## config.mk

```make
export PLATFORM = sky130hd
export DESIGN_NAME = tile_spawner
export DESIGN_NICKNAME = d
export VERILOG_FILES = /design/src/rtl/game_2048_pkg.sv /design/src/rtl/lfsr16.sv /design/src/rtl/tile_spawner.sv
export SDC_FILE = /design/constraint.sdc
export NUM_CORES = 1
export LEC_CHECK = 0
export BUFFER_PORTS_ARGS = -buffer_cell sky130_fd_sc_hd__buf_2
export CAP_MARGIN = 20
export CORE_UTILIZATION = 45
export CTS_CLUSTER_DIAMETER = 40
export CTS_CLUSTER_SIZE = 12
export DETAILED_ROUTE_END_ITERATION = 12
export GPL_TIMING_DRIVEN = 0
export PLACE_DENSITY = 0.7
export SLEW_MARGIN = 20
export SYNTH_ARGS = -nofsm -noshare
export SYNTH_HDL_FRONTEND = slang
export SYNTH_HIERARCHICAL = 1
export SYNTH_SLANG_ARGS = --single-unit
```

## constraint.sdc

```tcl
create_clock -name clk -period 4.4 [get_ports clk]
set_input_delay 0.22 -clock clk [delete_from_list [all_inputs] [get_ports clk]]
set_output_delay 0.22 -clock clk [all_outputs]
set_load 0.01 [all_outputs]
```

## src/rtl/game_2048_pkg.sv

```systemverilog
// Shared types and constants for the 2048 game datapath blocks.
package game_2048_pkg;

  localparam int GRID_N = 4;
  localparam int TILE_W = 12;

  typedef logic [TILE_W-1:0] tile_t;
  typedef tile_t [GRID_N-1:0][GRID_N-1:0] matrix_t;

  typedef enum logic [1:0] {
    SP_IDLE = 2'd0,
    SP_SCAN = 2'd1,
    SP_DONE = 2'd2
  } spawn_state_e;

  localparam tile_t TILE_TWO  = tile_t'(2);
  localparam tile_t TILE_FOUR = tile_t'(4);

endpackage

```

## src/rtl/lfsr16.sv

```systemverilog
// Free-running 16-bit Fibonacci LFSR, x^16+x^14+x^13+x^11.
// Shifts left; the feedback bit enters at q[0].
module lfsr16 #(
  parameter logic [15:0] SEED = 16'hACE1
) (
  input  logic        clk,
  input  logic        rst,
  output logic [15:0] q
);

  logic fb;
  assign fb = q[15] ^ q[13] ^ q[12] ^ q[10];

  // advance every cycle; reload seed on reset
  always_ff @(posedge clk) begin
    if (rst) q <= SEED;
    else     q <= {q[14:0], fb};
  end

  // an all-zero seed would lock the register at zero forever
  seed_nonzero_a : assert property (@(posedge clk) SEED != 16'h0000);

endmodule

```

## src/rtl/tile_spawner.sv

```systemverilog
// 2048 tile spawner: latches the post-move board, scans for an empty cell
// from a pseudo-random start index and inserts a new tile there.
// Optional macro TILE_SPAWNER_FOUR_EN: spawn a 4 instead of a 2 when
// lfsr[7:4] is zero at the write edge.
module tile_spawner
  import game_2048_pkg::*;
#(
  parameter int          TILE_W = 12,
  parameter logic [15:0] SEED   = 16'hACE1
) (
  input  logic                         clk,
  input  logic                         rst,
  input  logic                         enable,
  input  logic [3:0][3:0][TILE_W-1:0]  matrix,
  output logic [3:0][3:0][TILE_W-1:0]  spawned_matrix,
  output logic                         ready,
  output logic                         full
);

  localparam logic [1:0] ST_IDLE = SP_IDLE;
  localparam logic [1:0] ST_SCAN = SP_SCAN;
  localparam logic [1:0] ST_DONE = SP_DONE;

  logic [1:0]                        state;
  logic [3:0]                        idx;
  logic [3:0]                        cnt;
  logic [3:0][3:0][TILE_W-1:0]       copy;
  logic [3:0][3:0][TILE_W-1:0]       spawn_mat;
  logic [TILE_W-1:0]                 new_tile;
  logic [15:0]                       lfsr_q;
  logic                              cell_empty;

  lfsr16 #(.SEED(SEED)) u_lfsr (
    .clk (clk),
    .rst (rst),
    .q   (lfsr_q)
  );

`ifdef TILE_SPAWNER_FOUR_EN
  logic unused_lfsr_bits;
  assign unused_lfsr_bits = ^lfsr_q[15:8];
  assign new_tile = (lfsr_q[7:4] == 4'b0000) ? TILE_W'(TILE_FOUR) : TILE_W'(TILE_TWO);
`else
  logic unused_lfsr_bits;
  assign unused_lfsr_bits = ^lfsr_q[15:4];
  assign new_tile = TILE_W'(TILE_TWO);
`endif

  assign cell_empty = (copy[idx[3:2]][idx[1:0]] == '0);

  // latched board with the new tile dropped at the current scan index
  always_comb begin
    spawn_mat = copy;
    spawn_mat[idx[3:2]][idx[1:0]] = new_tile;
  end

  // request/scan/hold controller; one cell examined per cycle in SCAN
  always_ff @(posedge clk) begin
    if (rst) begin
      state          <= ST_IDLE;
      ready          <= 1'b0;
      full           <= 1'b0;
      spawned_matrix <= '0;
      copy           <= '0;
      idx            <= '0;
      cnt            <= '0;
    end else begin
      case (state)
        ST_IDLE: begin
          if (enable) begin
            copy  <= matrix;
            idx   <= lfsr_q[3:0];
            cnt   <= '0;
            state <= ST_SCAN;
          end
        end
        ST_SCAN: begin
          if (cell_empty) begin
            spawned_matrix <= spawn_mat;
            full           <= 1'b0;
            ready          <= 1'b1;
            state          <= ST_DONE;
          end else if (cnt == 4'd15) begin
            spawned_matrix <= copy;
            full           <= 1'b1;
            ready          <= 1'b1;
            state          <= ST_DONE;
          end else begin
            idx <= idx + 4'd1;
            cnt <= cnt + 4'd1;
          end
        end
        ST_DONE: begin
          // hold the result until the requester drops enable
          if (!enable) begin
            ready <= 1'b0;
            state <= ST_IDLE;
          end
        end
        default: state <= ST_IDLE;
      endcase
    end
  end

endmodule

```

Word level (Yosys, flattened, before mapping) --
Cells that the tools add are included.
Word-level totals: flip-flop bits (word level) 412, logic and storage cells 98
Operators by class: add/sub/neg operators 2, $lt $le $gt $ge 4, equality and inequality tests 8, mux-type cells 28, bitwise logic cells 6, reduce and logical (&&, ||, !) cells 12
Operator list (count):
- 192-bit 2-to-1 mux | 2
- 176-bit AND | 1
- 176-bit NOT | 1
- 48-bit binary-select mux with 2-bit select | 1
- 48-bit demux with 2-bit select | 1
- 48-bit 2-to-1 mux | 2
- 12-bit binary-select mux with 2-bit select | 1
- 12-bit demux with 2-bit select | 1
- 12-bit 2-to-1 mux | 2
- 4-bit 2-to-1 mux | 6
- 16-bit OR | 1
- 4-bit one-hot mux with 2 select lines | 2
- 12-bit logical NOT | 1
- 4-bit by 1-bit adder with 4-bit output (second input constant) | 2
- 2-bit 2-to-1 mux | 4
- 2-bit inequality test (second input constant) | 4
- 2-bit by 3-bit < comparator with 1-bit output (second input constant) | 2
- 2-bit one-hot mux with 3 select lines | 1
- 3-bit AND reduction | 2
- 2-bit nonzero test | 3
- 4-bit equality test (second input constant) | 1
- 2-bit by 1-bit greater-or-equal comparator with 1-bit output (second input constant) | 2
- 1-bit 2-to-1 mux | 4
- 2-bit AND reduction | 2
- 8 further kinds | 11

Logic depth before layout (Yosys ltp) --
Gate-level depths: netlist of the first run.
word-level depth 9, depth in mapped cells 12

Hierarchy --
Netlist of the first run, hierarchy kept.
By module, submodules not included:
- tile_spawner | times used 1, cells each 1517, area an instance 14174.8 µm², seq. area each 7927.6 µm²
- lfsr16 | times used 1, cells each 36, area an instance 454.2 µm², seq. area each 320.3 µm²

Worst setup path after synthesis of the first run --
No wires, ideal clock.
kind register to register, from register copy[52] in the netlist's numbering, to register spawned_matrix[0] in the netlist's numbering, arrival time 2.469 ns, data required time 4.341 ns, setup slack 1.872 ns, stages on the path, launching flop included 11, path buffers 2, period minus slack after synthesis 2.528 ns, cells stage by stage dfxtp_1 o41ai_2 o21ai_1 a221o_1 nor4b_2 o221ai_2 a211o_1 buf_6 a31oi_4 buf_6 a22o_1
On the way: word-level cells in the longest chain between the ends 7, elaborated cells between the ends (all ways) 8
RTL lines:
- start: declaration | line tile_spawner.sv:27 | logic [3:0][3:0][TILE_W-1:0] copy;
- start signal: assignment | line tile_spawner.sv:71 | copy <= matrix;
- 48-bit binary-select mux with 2-bit select * | line tile_spawner.sv:49 | assign cell_empty = (copy[idx[3:2]][idx[1:0]] == '0);
- 48-bit 2-to-1 mux (not written as such) * | line tile_spawner.sv:49
- 12-bit binary-select mux with 2-bit select * | line tile_spawner.sv:49
- 12-bit 2-to-1 mux (not written as such) * | line tile_spawner.sv:49
- 12-bit logical NOT * | line tile_spawner.sv:49
- 2-bit nonzero test (no line)
- 2-bit AND reduction (no line)
- end signal: assignment | line tile_spawner.sv:79 | spawned_matrix <= spawn_mat;
- end signal: assignment | line tile_spawner.sv:84 | spawned_matrix <= copy;
- end: declaration | line tile_spawner.sv:15 | output logic [3:0][3:0][TILE_W-1:0] spawned_matrix,
Mark *: on every way between the ends. The rest lies on a longest branch, timed or not. The select of a mux whose other input is x is not followed. A chain may end at the register's enable or synchronous reset.

Worst setup path in the final report of the first run --
from register idx[2], to register spawned_matrix[52] in the netlist's numbering
On the way: word-level cells in the longest chain between the ends 7, elaborated cells between the ends (all ways) 15
RTL lines:
- start: declaration | line tile_spawner.sv:25 | logic [3:0] idx;
- start signal: assignment | line tile_spawner.sv:72 | idx <= lfsr_q[3:0];
- start signal: assignment | line tile_spawner.sv:89 | idx <= idx + 4'd1;
- 48-bit binary-select mux with 2-bit select, or another cell as far along | line tile_spawner.sv:49
- 48-bit 2-to-1 mux (not written as such) or 1-bit logical AND (tied branches) | line tile_spawner.sv:49, tile_spawner.sv:54
- 12-bit binary-select mux with 2-bit select or 48-bit 2-to-1 mux (tied branches) | line tile_spawner.sv:49, tile_spawner.sv:54
- 12-bit 2-to-1 mux (not written as such) or 48-bit demux with 2-bit select (tied branches) | line tile_spawner.sv:49, tile_spawner.sv:54
- 12-bit logical NOT or 176-bit NOT (tied branches)
- 2-bit nonzero test (no line) or 176-bit AND (tied branches)
- 2-bit AND reduction (no line) or 192-bit 2-to-1 mux (tied branches)
Parallel ways exist; a longest one is shown, timed or not. The select of a mux whose other input is x is not followed.

==> summary.md, run 1 <==
| Metric | Value |
|---|---|
| Status | `complete, no violations` |
| Clock transition at path regs | `0.06 ns` |
| Setup crit end kind | `flop` |
| IO Pins | `389` |
| Final max-slew violation count | `0` |
| DRT Wirelength | `54.4 mm` |
| Initial Utilization | `46.0%` |
| Die W | `182 um` |
| Number of buffers created by CTS | `50` |
| Worst Path Max Fanout | `10` |
| Ys flop type | `dfxtp_1` |
| Row count | `65` |
| Worst ir drop on vdd | `0.000324 V` |
| Crit-path leading delay family | `buffers and inverters` |
| Setup Skew | `0.0265 ns` |
| Final setup viols | `0` |
| Initial antenna violation count | `2` |
| Most frequent cells in the layout | `419 x buf_2, 412 x dfxtp_1, 404 x nand2_1, 210 x a21oi_1, 193 x dlygate4sd3_1` |
| Hold Crit Class | `primary input to flop` |
| Clk buf depth | `3` |
| Mapped Cells | `1553` |
| Post-CTS setup buffer count | `0` |
| CP startpoint kind | `flop` |
| Final worst-path cycle share | `90.4%` |
| Final core utilization | `65.3%` |
| Antenna Nets Post-Route | `0` |
| EDFF count, synth | `0` |
| Final hold violation count | `0` |
| Largest net degree at the start of global routing | `13` |
| Drt first pass iters | `5` |
| DR iter-0 viols | `834` |
| Warnings, synthesis | `6` |
| Layout cell share with drive strength beyond 1 | `24.0%` |
| Total gr overflow | `0` |
| Number of clock sinks | `412` |
| Post-Syn Area | `14600 um^2` |
| Worst path max stage delay | `0.80 ns` |
| Worst-path cell chain | `buf_2, nor2b_1, buf_2, o41ai_1, nand4_1, o22ai_1, a31oi_1, a21oi_2, nor2_1, clkbuf_1, a22o_1` |
| Area of placed instances | `17100 um^2` |
| Post-synthesis sequential area ratio | `56.4%` |
| Placer Congestion | `0.919` |
| Slowest library cell on the worst path | `clkbuf_1` |
| # resized after CTS | `0` |
| Synth-to-Final Area Change | `42.0%` |
| Final Cell Area | `20800 um^2` |
| Power Density | `514 nW/um^2` |
| Post-DP HPWL | `37.2 mm` |
| # port buffers | `388` |
| Buffers & Inverters on Critical Path | `3` |
| CP most frequent cell | `buf_2` |
| Vias in the first global route | `14300` |
| Die area | `33200 um^2` |
| Most common cell after layout, fill and taps aside | `buf_2` |
| Root Buffer | `clkbuf_16` |
| Syn avg cell area | `9.42 um^2` |
| DR vias | `14600` |
| Achievable Freq | `251 MHz` |
| Post-Synthesis Net Count | `1753` |
| Final Power | `0.0107 W` |
| First-pass GRT wire length | `81.5 mm` |
| Period minus WS final | `3.98 ns` |
| Max-Cap Viols | `0` |
| Yosys cell types | `59` |
| CP Data Required Time | `4.88 ns` |
| Clock H-tree levels | `2` |
| Measured slew at the worst slew-check pin | `1.16 ns` |
| Die height | `182 um` |
| Critical path class | `flop to flop` |
| WP data arrival | `4.46 ns` |
| CORE AREA | `31800 um^2` |
| GR Util All Layers | `31.9%` |
| RSZ-0062 raised after global routing | `no` |
| Asr flop ratio synth | `0%` |
| TritonCTS clock tree | `built` |
| Yosys reg bits | `412` |
| Leakage power | `9.01 nW` |
| Post-route setup TNS | `0 ns` |
| Routed len/inst | `20.5 um` |
| Final nets | `2386` |
| DRC | `0` |
| Worst-Skew Late Latency | `0.56 ns` |
| Slew HR | `22.7%` |
| Final hold slack | `0.0269 ns` |
| Via/cell ratio | `5.51` |
power by group:
| group | leakage, nW | switching [W] | internal (W) |
|---|---|---|---|
| Combinational | 4.82 | 0.00143 | 0.000717 |
| Clock | 0.835 | 0.00162 | 0.00263 |
| Sequential | 3.36 | 0.000240 | 0.00403 |
| Total | 9.01 | 0.00329 | 0.00738 |
state kept, by name, indices dropped and copies added (netlist names):
name	count
copy	192
u_lfsr/q	16
spawned_matrix	192
cnt	4
state	2
ready	1
idx	4
full	1
cell usage after synthesis, types with 3 or more instances:
library cell / n / area, um^2
a22o_1: 177 / 1550
nor3_1: 10 / 50.1
and2_1: 4 / 25.0
dfxtp_1: 412 / 8250
ha_1: 5 / 62.6
nor2b_1: 12 / 75.1
buf_2: 31 / 155
o31ai_1: 3 / 22.5
a31oi_4: 10 / 213
a211oi_1: 13 / 97.6
a21oi_1: 210 / 1050
buf_6: 12 / 135
o41ai_1: 10 / 87.6
a31oi_1: 21 / 131
buf_1: 7 / 26.3
nor2_1: 20 / 75.1
or2_1: 7 / 43.8
nand2_1: 404 / 1520
o21ai_0: 20 / 100
or4_1: 4 / 30.0
nand3_1: 7 / 35.0
nand4_1: 3 / 18.8
nand2b_1: 3 / 18.8
inv_1: 6 / 22.5
nor4_1: 25 / 156
clkbuf_1: 74 / 278
a211o_1: 3 / 26.3
worst reg2reg max path, cell delays in order (launching register included):
cell      delay, ns
dfxtp_1        0.38
buf_2          0.39
nor2b_1        0.45
buf_2          0.34
o41ai_1        0.22
nand4_1        0.17
o22ai_1        0.11
a31oi_1        0.27
a21oi_2        0.15
nor2_1         0.38
clkbuf_1       0.80
a22o_1         0.27
area by class of cell:
cell class / instances / area [um^2]
Antenna cell: 2 / 5.00
Buffer: 126 / 609
Clock buffer: 63 / 1410
Clock inverter: 21 / 302
Fill cell: 2493 / 11000
Inverter: 7 / 26.3
Multi-Input combinational cell: 1008 / 5750
Sequential cell: 412 / 8250
Tap cell: 435 / 544
Timing Repair Buffer: 581 / 3870
worst paths after layout:
path,slack [ns],start,to,depth (start not counted)
worst max-delay path,0.42,idx[2],spawned_matrix[52],11
worst min-delay path,0.03,rst,u_lfsr/q[12],2
worst max register to register,0.42,idx[2],spawned_matrix[52],11
worst min register to register,0.41,u_lfsr/q[6],u_lfsr/q[7],1
what timing repair did:
item,CTS,global route
setup endpoints to repair,0,0
hold endpoints to repair,193,0
hold buffers,193,0
cells by family after synthesis:
kind of cell,count (synthesis),synth area share [%]
XOR/XNOR,3,0.180
adder cells (fa/ha/maj),5,0.428
buffers and inverters,133,4.34
flip-flops,412,56.4
AO/OA/AOI/OAI,487,23.6
multiplexers,4,0.445
AND/OR/NAND/NOR,509,14.6
through the flow:
step / instances / setup slack (ns)
floorplan: 1553 / 1.87
global route: 2654 / 0.288
CTS: 2653 / 0.542
finish: 2655 / 0.421
detailed placement: 2376 / 0.532
global placement: 2376 / 0.577
layer usage:
layer	vias to the layer above	wire, um	GRT usage, %
met3	177	4240	7.32
met2	694	25000	52.5
met4	2	2700	14.9
met1	7004	22400	39.5
met5	-	10	0
li1	6762	-	-
(Power assumes the default switching activity.)
==> run 2: changes to the inputs <==
--- a/config.mk
+++ b/config.mk
@@ -5,6 +5,7 @@
 export SDC_FILE = /design/constraint.sdc
 export NUM_CORES = 1
 export LEC_CHECK = 0
+export ABC_AREA = 1
 export BUFFER_PORTS_ARGS = -buffer_cell sky130_fd_sc_hd__buf_2
 export CAP_MARGIN = 20
 export CORE_UTILIZATION = 45
@@ -12,7 +13,7 @@
 export CTS_CLUSTER_SIZE = 12
 export DETAILED_ROUTE_END_ITERATION = 12
 export GPL_TIMING_DRIVEN = 0
-export PLACE_DENSITY = 0.7
+export PLACE_DENSITY = 0.69
 export SLEW_MARGIN = 20
 export SYNTH_ARGS = -nofsm -noshare
 export SYNTH_HDL_FRONTEND = slang
==> summary.md, run 2 <==
| Metric | Value |
|---|---|
| Vias in the first global route | `17600 (+23%)` |
| Die W | `196 um (+7.4%)` |
| Slew HR | `17.6% (-5.0 points)` |
| Post-route setup TNS | `0 ns (unchanged)` |
| Total gr overflow | `0 (unchanged)` |
| Layout cell share with drive strength beyond 1 | `17.4% (-6.6 points)` |
| GR Util All Layers | `33.5% (+1.6 points)` |
| # port buffers | `388 (unchanged)` |
| Worst Path Max Fanout | `10 (unchanged)` |
| Post-DP HPWL | `46.5 mm (+25%)` |
| TritonCTS clock tree | `built` |
| Final worst-path cycle share | `72.6% (-18 points)` |
| Warnings, synthesis | `6 (unchanged)` |
| Row count | `70 (+7.7%)` |
| Period minus WS final | `3.19 ns (-0.784 ns)` |
| Registers with the most flip-flops | `copy (192), spawned_matrix (192), u_lfsr/q (16)` |
| CP Data Required Time | `4.92 ns (+0.04 ns)` |
| Post-synthesis sequential area ratio | `48.8% (-7.6 points)` |
| Max-Cap Viols | `0 (unchanged)` |
| DRT Wirelength | `65.5 mm (+20%)` |
| Final setup viols | `0 (unchanged)` |
| Initial Utilization | `45.9% (-0.072 points)` |
| CP startpoint kind | `flop` |
| DRC | `0 (unchanged)` |
| Hold_buf cts | `190 (-1.6%)` |
| Asr flop ratio synth | `0% (unchanged)` |
| Die height | `196 um (+7.4%)` |
| Most common cell after layout, fill and taps aside | `nor2_1` |
| Stages on worst setup path | `15 (+4)` |
| Post-Syn Area | `16900 um^2 (+15%)` |
| Achievable Freq | `313 MHz (+25%)` |
| Leakage power | `11.4 nW (+27%)` |
| Routed len/inst | `18.0 um (-12%)` |
| Status | `complete, no violations` |
| Die area | `38300 um^2 (+15%)` |
| Commonest cells in the synthesized netlist | `634 x nor2_1, 569 x nand2_1, 412 x dfxtp_1, 244 x a21oi_1, 231 x inv_1` |
| R2R cell count | `15 (+4)` |
| Setup crit end kind | `flop` |
| Post-Synthesis Net Count | `2698 (+54%)` |
| Worst path max stage delay | `0.43 ns (-0.37 ns)` |
| Final Power | `0.0101 W (-5.6%)` |
| Drt first pass iters | `5 (unchanged)` |
| Placer Congestion | `0.914 (-0.51%)` |
| Final max-slew violation count | `0 (unchanged)` |
| DR iter-0 viols | `1453 (+74%)` |
| Hold Crit Class | `primary input to flop` |
| Initial antenna violation count | `4 (+2)` |
| Measured slew at the worst slew-check pin | `1.24 ns (+0.0756 ns)` |
| Worst-Skew Late Latency | `0.59 ns (+0.03 ns)` |
| Setup Skew | `0.0206 ns (-0.00588 ns)` |
| Final hold violation count | `0 (unchanged)` |
| EDFF count, synth | `0 (unchanged)` |
| Critical path class | `flop to flop` |
| CORE AREA | `36800 um^2 (+16%)` |
| Clock H-tree levels | `2 (unchanged)` |
| Root Buffer | `clkbuf_16` |
| Yosys reg bits | `412 (unchanged)` |
| Hold path depth | `3 (+1)` |
| IO Pins | `389 (unchanged)` |
| Largest net degree at the start of global routing | `13 (unchanged)` |
| DR vias | `18500 (+27%)` |
| Syn avg cell area | `6.76 um^2 (-28%)` |
| Clock transition at path regs | `0.06 ns (about the same)` |
| Area leader, netlist | `dfxtp_1` |
| Mapped Cells | `2498 (+61%)` |
| Final nets | `3330 (+40%)` |
| Synth-to-Final Area Change | `36.5%` |
| # resized after CTS | `0 (unchanged)` |
| Worst ir drop on vdd | `0.000292 V (-10%)` |
| Ys flop type | `dfxtp_1` |
| Crit-path leading delay family | `simple AND/OR/NAND/NOR gates` |
| Number of clock sinks | `412 (unchanged)` |
| Final core utilization | `62.7% (-2.6 points)` |
| Most frequent cells in the layout | `634 x nor2_1, 569 x nand2_1, 435 x buf_2, 412 x dfxtp_1, 244 x a21oi_1` |
| Yosys cell types | `22 (-63%)` |
| Antenna Nets Post-Route | `0 (unchanged)` |
| Clk buf depth | `3 (unchanged)` |
| Worst-path cell chain | `buf_4, inv_2, nor2_2, o21ai_0, nand2_1, nor2_1, nand4_1, nand2_1, nand3_2, nand3_1, nand2_2, buf_2, buf_2, a21oi_1, nor2_1` |
| Synth top area cells | `dfxtp_1 49%, nor2_1 14%, nand2_1 13%` |
| Number of buffers created by CTS | `52 (+4.0%)` |
| Slowest library cell on the worst path | `nor2_2` |
| Buffers & Inverters on Critical Path | `4 (+1)` |
| RSZ-0062 raised after global routing | `no` |
| Yosys top cell area share | `48.8% (-7.6 points)` |
| Power Density | `437 nW/um^2 (-15%)` |
| Most common cell in the netlist | `nor2_1` |
| First-pass GRT wire length | `98.3 mm (+21%)` |
| Post-CTS setup buffer count | `0 (unchanged)` |
| WP data arrival | `3.71 ns (-0.75 ns)` |
| Via/cell ratio | `5.09 (-7.6%)` |
-- run 2: stage by stage --
| step | cells | hold WS (ns) | instance area, um^2 | worst slack [ns] |
|---|---|---|---|---|
| CTS | 3634 | 0.0206 | 23100 | 1.31 |
| finish | 3638 | 0.0331 | 23100 | 1.21 |
| global placement | 3354 | 0.385 | 19400 | 1.33 |
| floorplan | 2498 | 0.320 | 16900 | 2.39 |
| global route | 3638 | 0.0448 | 23100 | 1.10 |
| detailed placement | 3354 | 0.392 | 19400 | 1.35 |
-- run 2: worst register-to-register path: stages, from the launching register on --
cell and delay (ns):
dfxtp_1 0.31, buf_4 0.20, inv_2 0.11, nor2_2 0.44
o21ai_0 0.32, nand2_1 0.12, nor2_1 0.05, nand4_1 0.07
nand2_1 0.07, nand3_2 0.08, nand3_1 0.09, nand2_2 0.27
buf_2 0.34, buf_2 0.42, a21oi_1 0.13, nor2_1 0.11
-- run 2: routing by layer --
layer | share of wire, % | global-route usage [%] | vias to the layer above | wire [um]
met5 | 0 | 0 | - | 0
met4 | 4.3 | 14.8 | 0 | 2850
met3 | 7.9 | 6.27 | 182 | 5200
met2 | 46 | 55.5 | 870 | 30100
li1 | - | - | 8963 | -
met1 | 42 | 42.4 | 8515 | 27300
-- run 2: area by class of cell --
| type | count | area, um^2 |
|---|---|---|
| Timing Repair Buffer | 578 | 3840 |
| Clock buffer | 61 | 1420 |
| Tap cell | 468 | 586 |
| Multi-Input combinational cell | 1701 | 7080 |
| Sequential cell | 412 | 8250 |
| Fill cell | 3292 | 13700 |
| Buffer | 151 | 693 |
| Inverter | 234 | 878 |
| Antenna cell | 4 | 10.0 |
| Clock inverter | 29 | 319 |
-- run 2: final timing paths --
check | startpoint | end | slack (ns)
worst max-delay path | idx[3] | spawned_matrix[191] | 1.21
worst min-delay path | matrix[43] | copy[43] | 0.03
worst max register to register | idx[3] | spawned_matrix[191] | 1.21
worst min register to register | u_lfsr/q[9] | u_lfsr/q[10] | 0.41
-- run 2: cell families after synthesis --
kind of cell / synth area share [%]
xor gates and xnor gates: 0.0518
adders and majority gates: 0.370
DFF: 48.8
buffers and inverters: 9.30
AOI/OAI and AO/OA: 13.4
and+or+nand+nor: 28.1
-- run 2: where the power goes --
part	internal [W]	total (W)	switching, W
combinational	0.000580	0.00155	0.000969
clock	0.00260	0.00430	0.00171
sequential	0.00402	0.00422	0.000200
total	0.00720	0.0101	0.00287
==> run 3: changes to the inputs <==
--- a/config.mk
+++ b/config.mk
@@ -13,7 +13,7 @@
 export CTS_CLUSTER_SIZE = 12
 export DETAILED_ROUTE_END_ITERATION = 12
 export GPL_TIMING_DRIVEN = 0
-export PLACE_DENSITY = 0.69
+export PLACE_DENSITY = 0.71
 export SLEW_MARGIN = 20
 export SYNTH_ARGS = -nofsm -noshare
 export SYNTH_HDL_FRONTEND = slang
==> constraint.sdc (replaced) <==
create_clock -name clk -period 2.59 [get_ports clk]
set_input_delay 0.1295 -clock clk [delete_from_list [all_inputs] [get_ports clk]]
set_output_delay 0.1295 -clock clk [all_outputs]
set_load 0.01 [all_outputs]
==> summary.md, run 3 (synthesis gave the netlist of run 2 again) <==
| Metric | Value |
|---|---|
| First-pass GRT wire length | `97.9 mm (-0.41%)` |
| Vias in the first global route | `17600 (-0.097%)` |
| Setup crit end kind | `flop` |
| WP data arrival | `3.00 ns (-0.71 ns)` |
| Number of clock sinks | `412 (unchanged)` |
| Clock H-tree levels | `2 (unchanged)` |
| Achievable Freq | `397 MHz (+27%)` |
| Final nets | `3344 (+0.42%)` |
| DR vias | `18600 (+0.48%)` |
| CORE AREA | `36800 um^2 (unchanged)` |
| Slowest library cell on the worst path | `dfxtp_1` |
| Hold path depth | `4 (+1)` |
| CP startpoint kind | `flop` |
| Final hold violation count | `0 (unchanged)` |
| Registers with the most flip-flops | `copy (192), spawned_matrix (192), u_lfsr/q (16)` |
| Synth-to-Final Area Change | `38.5%` |
| Initial Utilization | `45.9% (unchanged)` |
| IO Pins | `389 (unchanged)` |
| Final hold slack | `0.322 ns (+0.289 ns)` |
| Number of buffers created by CTS | `53 (+1.9%)` |
| Critical path class | `flop to flop` |
| Drt first pass iters | `7 (+2)` |
| Clock transition at path regs | `0.06 ns (about the same)` |
| Largest net degree at the start of global routing | `14 (+1)` |
| RSZ-0062 raised after global routing | `yes` |
| Area taken by multi-input logic gates | `7160 um^2 (+1.2%)` |
| Uppermost layer routed | `met4` |
| DRC | `0 (unchanged)` |
| Met3 wire len | `6.24 mm (+20%)` |
| Routed len/inst | `17.9 um (-0.69%)` |
| Status | `complete, no violations` |
| Die height | `196 um (unchanged)` |
| GR Util All Layers | `33.4% (-0.070 points)` |
| DR iter-0 viols | `1444 (-0.62%)` |
| Antenna Nets Post-Route | `0 (unchanged)` |
| Hold Path Sink | `copy[65]` |
| Post-DP HPWL | `46.5 mm (about the same)` |
| R2r endpoint | `spawned_matrix[36]` |
| Final max-slew violation count | `0 (unchanged)` |
| Worst-path cell chain | `clkbuf_2, nand3_1, nor2_1, nand2_1, nand2_1, nand3_2, nand2_4, buf_8, nand2_2, buf_4, a21oi_1, nor2_1` |
| Filler cell count | `3276 (-0.49%)` |
| Critical R2R Launch | `idx[0]` |
| Most common cell after layout, fill and taps aside | `nor2_1` |
| R2R cell count | `12 (-3)` |
| Layout cell share with drive strength beyond 1 | `18.4% (+1.0 points)` |
| Final Power | `0.0172 W (+71%)` |
| Worst Path Max Fanout | `10 (unchanged)` |
| Slew HR | `21.8% (+4.2 points)` |
| TritonCTS clock tree | `built` |
| Setup Skew | `0.0286 ns (+0.00800 ns)` |
| Leakage power | `11.6 nW (+1.6%)` |
| # port buffers | `388 (unchanged)` |
| Die W | `196 um (unchanged)` |
| Clk buf depth | `3 (unchanged)` |
| Root Buffer | `clkbuf_16` |
| Hold Path Origin | `matrix[65]` |
| CP Data Required Time | `3.07 ns (-1.85 ns)` |
| Hold Crit Class | `primary input to flop` |
| Reg area | `8250 um^2 (about the same)` |
| Initial antenna violation count | `3 (-1)` |
| WL met2 | `30.2 mm (+0.26%)` |
| Measured slew at the worst slew-check pin | `1.17 ns (-0.0629 ns)` |
| Placer Congestion | `0.925 (+1.3%)` |
| Worst-Skew Late Latency | `0.60 ns (about the same)` |
| Final setup viols | `0 (unchanged)` |
| DRT Wirelength | `65.4 mm (-0.17%)` |
| Via/cell ratio | `5.09 (about the same)` |
| Die area | `38300 um^2 (unchanged)` |
| Worst ir drop on vdd | `0.000476 V (+63%)` |
| Power Density | `734 nW/um^2 (+68%)` |
| Max-Cap Viols | `0 (unchanged)` |
| Total gr overflow | `0 (unchanged)` |
| Reg2reg setup slack | `0.07 ns (-1.13 ns)` |
| Final worst-path cycle share | `97.3% (+25 points)` |
| Row count | `70 (unchanged)` |
| WL met1 | `25.8 mm (-5.6%)` |
| Period minus WS final | `2.52 ns (-0.676 ns)` |
| Most frequent cells in the layout | `631 x nor2_1, 562 x nand2_1, 411 x dfxtp_1, 408 x buf_2, 233 x a21oi_1` |
| Worst path max stage delay | `0.49 ns (+0.06 ns)` |
-- run 3: cell types whose count changed in the layout (fill, tap and decap cells not counted), sizes merged --
cell and change:
clkinvlp -4, inv +1, diode -1, bufinv -2
dlygate4sd3 +4, clkinv +5, buf -2, clkbuf +18
-- run 3: how the worst max path moves through the flow --
| stage | cells after the start | from | slack [ns] | endpoint |
|---|---|---|---|---|
| 2_1_floorplan | 16 | idx[3] | 0.58 | spawned_matrix[134] |
| 3_3_place_gp | 15 | idx[3] | -0.44 | spawned_matrix[191] |
| 3_5_place_dp | 15 | idx[3] | -0.47 | spawned_matrix[191] |
| 4_1_cts | 18 | idx[3] | 0.0001 | spawned_matrix[115] |
| 5_1_grt | 17 | idx[3] | -0.04 | spawned_matrix[52] |
| 6_report | 12 | idx[0] | 0.07 | spawned_matrix[36] |
-- run 3: repair_timing --
item | in CTS | in global routing
setup endpoints to repair | 202 | 198
pin swaps | 0 | 4
buffers inserted | 0 | 9
hold buffers | 194 | 0
gates resized for setup | 33 | 51
endpoints found under the hold margin | 209 | 0
-- run 3: critical path, delay by kind of cell (launching register included) --
family	cells	cell delay, ns
AOI/OAI and AO/OA	1	0.22
DFF	1	0.49
buffers and inverters	3	0.74
and+or+nand+nor	8	0.96
-- run 3: per-layer routing --
metal  up-vias  global-route usage, %
met1      8521                   41.2
met5         -                      0
met3       186                   7.10
li1       9010                      -
met2       902                   55.8
met4         0                   15.4
-- run 3: through the flow --
stage | setup WS [ns] | std cells | utilization [%] | TNS [ns] | area [um^2]
global placement | -0.441 | 3354 | 52.8 | -52.80 | 19400
global route | -0.0409 | 3655 | 63.6 | -0.387 | 23400
detailed placement | -0.467 | 3354 | 52.8 | -56.56 | 19400
finish | 0.0709 | 3657 | 63.6 | 0 | 23400
floorplan | 0.584 | 2498 | - | 0 | 16900
CTS | 0.000148 | 3645 | 63.1 | 0 | 23200
-- run 3: area by class of cell --
class                   instances  share of cell area (%)
flip-flops and latches        412                    35.3
multi-input cells            1701                    30.6
repair buffers                591                    16.9
clock buffers                  68                    6.30
inverters                     234                    3.77
plain buffers                 151                    3.47
well taps                     468                    2.50
clock inverters                29                    1.17
diodes                          3                  0.0321
-- run 3: where the power goes --
group / total (W) / internal (W) / leakage, nW / switching (W)
Sequential: 0.00718 / 0.00683 / 3.37 / 0.000347
Clock: 0.00730 / 0.00436 / 0.869 / 0.00294
Combinational: 0.00270 / 0.00103 / 7.37 / 0.00167
